### src/rtl/id_ex_skid_reg.sv
// id_ex_skid_reg: ID/EX pipeline register with a 2-entry skid buffer; define IDEX_PERF_CNT_EN to add the perf_bubble_cnt/perf_flush_cnt outputs
module id_ex_skid_reg #(
  parameter int XLEN   = 32,
  parameter int REG_AW = 5
) (
  input  logic              clk,
  input  logic              rst_n,
  input  logic              id_valid,
  output logic              id_ready,
  input  logic [XLEN-1:0]   id_pc,
  input  logic [6:0]        id_opcode,
  input  logic [2:0]        id_funct3,
  input  logic [6:0]        id_funct7,
  input  logic [XLEN-1:0]   id_rs1_data,
  input  logic [XLEN-1:0]   id_rs2_data,
  input  logic [XLEN-1:0]   id_imm,
  input  logic [REG_AW-1:0] id_rs1,
  input  logic [REG_AW-1:0] id_rs2,
  input  logic [REG_AW-1:0] id_rd,
  input  logic [2:0]        id_ctrl,
  input  logic              flush,
  input  logic              ex_ready,
  output logic              ex_valid,
  output logic [XLEN-1:0]   ex_pc,
  output logic [6:0]        ex_opcode,
  output logic [2:0]        ex_funct3,
  output logic [6:0]        ex_funct7,
  output logic [XLEN-1:0]   ex_rs1_data,
  output logic [XLEN-1:0]   ex_rs2_data,
  output logic [XLEN-1:0]   ex_imm,
  output logic [REG_AW-1:0] ex_rs1,
  output logic [REG_AW-1:0] ex_rs2,
  output logic [REG_AW-1:0] ex_rd,
  output logic [2:0]        ex_ctrl
`ifdef IDEX_PERF_CNT_EN
  ,
  output logic [31:0]       perf_bubble_cnt,
  output logic [15:0]       perf_flush_cnt
`endif
);
  localparam int W = 4*XLEN + 17 + 3*REG_AW + 3;
  localparam logic [W-1:0] nop = {{XLEN{1'b0}}, 7'b0010011, 3'b000, 7'b0000000, {(3*XLEN+3*REG_AW+3){1'b0}}};
  logic [W-1:0] in_p, m_q, s_q, m_n, s_n;
  logic m_v, s_v, m_v_n, s_v_n, acc, ret;
  assign in_p = {id_pc, id_opcode, id_funct3, id_funct7, id_rs1_data, id_rs2_data, id_imm, id_rs1, id_rs2, id_rd, id_ctrl};
  assign {ex_pc, ex_opcode, ex_funct3, ex_funct7, ex_rs1_data, ex_rs2_data, ex_imm, ex_rs1, ex_rs2, ex_rd, ex_ctrl} = m_q;
  assign ex_valid = m_v;
  always_comb begin
    acc   = id_valid & id_ready;
    ret   = m_v & ex_ready;
    m_v_n = flush ? 1'b0 : s_v | acc | (m_v & ~ret);
    s_v_n = flush ? 1'b0 : s_v ? ~ret : m_v & acc & ~ret;
    m_n   = flush ? nop : s_v ? (ret ? s_q : m_q) : (acc & (~m_v | ret)) ? in_p : ret ? nop : m_q;
    s_n   = (~s_v & m_v & acc & ~ret) ? in_p : s_q;
  end
  always_ff @(posedge clk or negedge rst_n) begin
    if (!rst_n) begin
      m_v      <= 1'b0;
      s_v      <= 1'b0;
      m_q      <= nop;
      s_q      <= nop;
      id_ready <= 1'b1;
    end else begin
      m_v      <= m_v_n;
      s_v      <= s_v_n;
      m_q      <= m_n;
      s_q      <= s_n;
      id_ready <= ~s_v_n;
    end
  end
`ifdef IDEX_PERF_CNT_EN
  always_ff @(posedge clk or negedge rst_n) begin
    if (!rst_n) begin
      perf_bubble_cnt <= '0;
      perf_flush_cnt  <= '0;
    end else begin
      if (!m_v && perf_bubble_cnt != '1) perf_bubble_cnt <= perf_bubble_cnt + 32'd1;
      if (flush && (m_v || s_v || acc) && perf_flush_cnt != '1) perf_flush_cnt <= perf_flush_cnt + 16'd1;
    end
  end
`endif
endmodule

### config.mk
export PLATFORM = sky130hd
export DESIGN_NAME = id_ex_skid_reg
export DESIGN_NICKNAME = d
export VERILOG_FILES = /design/src/rtl/id_ex_skid_reg.sv
export SDC_FILE = /design/constraint.sdc
export NUM_CORES = 1
export LEC_CHECK = 0
export BUFFER_PORTS_ARGS = -buffer_cell sky130_fd_sc_hd__buf_2
export CAP_MARGIN = 30
export CELL_PAD_IN_SITES_DETAIL_PLACEMENT = 1
export CELL_PAD_IN_SITES_GLOBAL_PLACEMENT = 1
export CORE_MARGIN = 8
export CORE_UTILIZATION = 35
export CTS_BUF_LIST = sky130_fd_sc_hd__clkbuf_8
export DETAILED_ROUTE_END_ITERATION = 8
export PLACE_DENSITY_LB_ADDON = 0.12
export REMOVE_ABC_BUFFERS = 1
export SETUP_SLACK_MARGIN = 0.3
export SLEW_MARGIN = 20
export SYNTH_ARGS = -nofsm -noshare
export SYNTH_HDL_FRONTEND = slang
export SYNTH_SLANG_ARGS = --single-unit
### constraint.sdc
create_clock -name clk -period 4.7 [get_ports clk]
set_clock_uncertainty 0.2 [all_clocks]
set_input_delay 0 -clock clk [delete_from_list [all_inputs] [get_ports clk]]
set_output_delay 0 -clock clk [all_outputs]
set_load 0.05 [all_outputs]
==> impl_results.md, run 1 <==
- Post-synthesis register bit count: 329
- CTS root buf: clkbuf_8
- Post-Synthesis Cell Area: 0.0138 mm²
- Seq/Total Area, Yosys: between 50% and 60%
- CTS Hold Bufs: approximately 360
- Async set-reset flop share out of synthesis: 100%
- Post-CTS Resized: 0
- Run Error: [ERROR RSZ-0060] Max buffer count reached.
- Largest cells by area after synthesis: dfrtp_1 (58%), a32oi_1 (10%), o2bb2ai_1 (10%)
- Fail Step: clock tree synthesis (4_1_cts)
- Num CTS Buffers: 58
- CTS Sinks: between 300 and 400
- Most common cell in the netlist: dfrtp_1
- H-tree Lvls: 2
- Status: did not finish
- Post-synth top flop: dfrtp_1
- Site Rows: 73
- EDFF count, synth: 0
- Port bufs: 332
- Die Wd: 215 µm
- Die Span Y: around 210 µm
- Distinct cell type count after synthesis: 26
- DP Area: 0.0159 mm²
- Starting Density: 35.1%
- Commonest cells in the synthesized netlist: dfrtp_1 (322), a32oi_1 (160), o2bb2ai_1 (160)
- Post-DP HPWL: 25900 µm
- GPL Wtd Cong: just over 0.7
- Synth warnings: 0
- Avg Cell Area, Syn: 14.7 µm²
- Largest buffer count on any clock path: 3
- Post-CTS setup buffers: 0
- Ports: ~330
- Yosys top cell area share: 58.3%
- Area leader, netlist: dfrtp_1
- Mapped Cells: 942
[metrics by stage]
stage                     std cells  utilization (%)  setup WS [ps]
after floorplan                 834                -          -3100
after global placement         1704             40.3           1810
after detailed placement       1704             40.3           1760
[cells by family after synthesis]
kind of cell | count (synthesis) | share of synthesized area (%)
compound gates | 331 | 20.9
buf+inv | 110 | 3.85
flops | 329 | 59.6
mux | 163 | 15.2
simple gates | 9 | 0.489
==> inputs of run 2 (changes only) <==
- CELL_PAD_IN_SITES_DETAIL_PLACEMENT: 1 -> unset
- CELL_PAD_IN_SITES_GLOBAL_PLACEMENT: 1 -> unset
- CORE_UTILIZATION: 35 -> 20
- CTS_BUF_LIST: sky130_fd_sc_hd__clkbuf_8 -> unset
- PLACE_DENSITY_LB_ADDON: 0.12 -> 0.15
- SETUP_SLACK_MARGIN: 0.3 -> unset
==> impl_results.md, run 2 <==
- Status: finished clean
- Crit share post-route: between 60% and 70%
- Site Rows: 96 (+32%)
- CTS tree: done
- RSZ-0062 raised after global routing: no
- Worst-path fanout max: 68
- Crit-path leading delay family: buffers and inverters
- Post-Synthesis Cell Area: 0.0138 mm² (unchanged)
- Avg Cell Area, Syn: 14.7 µm² (unchanged)
- Worst Hold Class: in2reg
- Leak: 8.90 nW
- Critical path arrival: 3370 ps
- Ports: 333 (unchanged)
- Distinct cell type count after synthesis: 26 (unchanged)
- Port bufs: 332 (unchanged)
- Largest buffer count on any clock path: 3 (unchanged)
- Wirelength per Cell: 21.2 µm
- PD cells: 447 mW/mm²
- Nets@finish: 1609
- Commonest cells in the synthesized netlist: dfrtp_1 (322), a32oi_1 (160), o2bb2ai_1 (160)
- Vias per cell: 4.59
- Max stage delay on crit path: around 830 ps
- Critical path buffers and inverters: 3
- Worst Setup Path Type: reg2reg
- NetSw: 2.68 mW
- GRT overflow: 0
- Vias in the first global route: 12100
- Area leader, netlist: dfrtp_1
- Seq pwr share: around two fifths
- Die Area: 0.0778 mm²
- First-pass GRT wire length: 77500 µm
- Core area: 0.0685 mm²
- Power, Total: between 8 and 9 mW
- Least-Margin Pin Slew: 1000 ps
- Die Wd: 279 µm (+30%)
- Critical Path Start Type: register
- Critical Path, Cell by Cell: buf_4 -> inv_1 -> a21oi_1 -> dlygate4sd3_1
- WHS: around 36 ps
- CTS Sinks: 329 (unchanged)
- Tmin final: 3090 ps
- Yosys top cell area share: 58.3% (unchanged)
- Via count: 10800
- WL final: 50100 µm
- GPL Wtd Cong: 0.677 (-5.5%)
- Most frequent cells in the layout: buf_2 (331), dfrtp_1 (321), dlygate4sd3_1 (210), a32oi_1 (160), o2bb2ai_1 (160)
- Mapped Cells: 942 (unchanged)
- Power share of the clock group: between 30% and 40%
- Fmax: 324 MHz
- P&R area growth vs syn: 43.9%
- Fin. max-slew vios: 0
- Synth warnings: 0 (unchanged)
- Slowest CP cell: dfrtp_4
- Post-DRT Antenna Nets: 0
- Worst VDD drop: between 0.2 and 0.25 mV
- Regs by FF count: m_q: 163 flops, s_q: 163 flops
- Num CTS Buffers: 43 (-26%)
- Pint: 6.21 mW
- Async set-reset flop share out of synthesis: 100% (unchanged)
- CTS Hold Bufs: 211 (-42%)
- Final setup violation count: 0
- Clk_lat worst skew: 550 ps
- Most common cell in the netlist: dfrtp_1
- Total of max-cap violations: 0
- Post-synthesis register bit count: 329 (unchanged)
- Starting Density: 20.2% (-15 points)
- Relative slew slack: between 30 and 40%
- Share of post-route cells with drive strength above 1: 40.3%
- CTS root buf: clkbuf_16
- CP endpoint kind: register
- DRC: 0
- H-tree Lvls: 2 (unchanged)
- EDFF count, synth: 0 (unchanged)
- Sw frac: 30.2%
- Critical Path RT: approximately 5000 ps
- Gr usage total: 12.6%
- Largest cells by area after synthesis: dfrtp_1 (58%), a32oi_1 (10%), o2bb2ai_1 (10%)
- Post-CTS Resized: 0 (unchanged)
- Commonest non-fill, non-tap cell in the layout: buf_2
- Die Span Y: 279 µm (+30%)
- Post-DP HPWL: 28400 µm (+9.5%)
- DR pass1 iterations: 5
- Initial antenna violation count: 2
- Post-synth top flop: dfrtp_1
- Seq/Total Area, Yosys: 59.6% (unchanged)
- Pin count of the biggest net entering global routing: roughly 110
- Initial DRC Count: 576
- Clock transition at the registers of the reported paths: approximately 60 ps
- Hold Vio Cnt, Final: 0
- Post-CTS setup buffers: 0 (unchanged)
- Combinational Power Share: 21.6%
- Reg2reg setup slack: 1610 ps
## run 2: cell counts after synthesis
No cell type changed its count.
## run 2: cell type report
type | count | area, µm²
fill | 7001 | 48600
sequential | 329 | 8250
multi-input combinational | 503 | 5080
timing repair buffer | 562 | 4060
clock buffer | 66 | 1290
tap | 882 | 1100
clock inverter | 11 | 87.6
inverter | 2 | 7.51
antenna | 3 | 7.51
## run 2: power groups by stage
stage	clock [mW]	sequential [mW]	combinational, mW
finish	3.25	3.72	1.92
global route	3.52	3.79	2.06
CTS	3.39	3.72	1.95
detailed placement	0	3.76	1.80
global placement	0	3.75	1.77
floorplan	0	4.10	0.837
## run 2: final timing paths
path | depth (start not counted) | end | from
hold reg to reg | 1 | m_q[12] | m_q[12]
hold / removal | 3 | s_q[123] | id_funct3[2]
max in group asynchronous | 4 | m_q[37] | rst_n
min in group asynchronous | 3 | s_q[124] | rst_n
setup reg to reg | 4 | ex_valid | s_v
setup / recovery | 4 | ex_valid | s_v
## run 2: worst min-delay path, stage by stage
cell and delay, ps:
dlygate4sd3_1 520, buf_2 110, mux2_4 130
## run 2: kinds of logic (layout without fill, tap and decap cells)
family | Yosys count | count (layout) | share of synthesized area, %
AOI/OAI and AO/OA | 331 | 331 | 20.9
buffers and inverters | 110 | 641 | 3.85
and+or+nand+nor | 9 | 9 | 0.489
other | 0 | 3 | 0
muxes | 163 | 163 | 15.2
DFF | 329 | 329 | 59.6
## run 2: through the flow
step	instances	area (µm²)	TNS [ps]	setup slack, ps	util, %
floorplan	834	13300	-792570	-3100	-
global placement	2066	16300	0	1680	23.9
detailed placement	2067	16400	0	1670	23.9
CTS	2355	19900	0	1550	29.0
global route	2356	19900	0	1530	29.0
finish	2358	19900	0	1610	29.1
## run 2: per-layer routing
| metal | wire length [µm] | global-route usage (%) | up-vias |
|---|---|---|---|
| met5 | 13 | 0 | - |
| met4 | 849 | 2.94 | 2 |
| met3 | 3010 | 3.51 | 53 |
| met2 | 23600 | 20.5 | 283 |
| met1 | 22600 | 16.5 | 5669 |
| li1 | - | - | 4806 |
(Power assumes the default switching activity.)
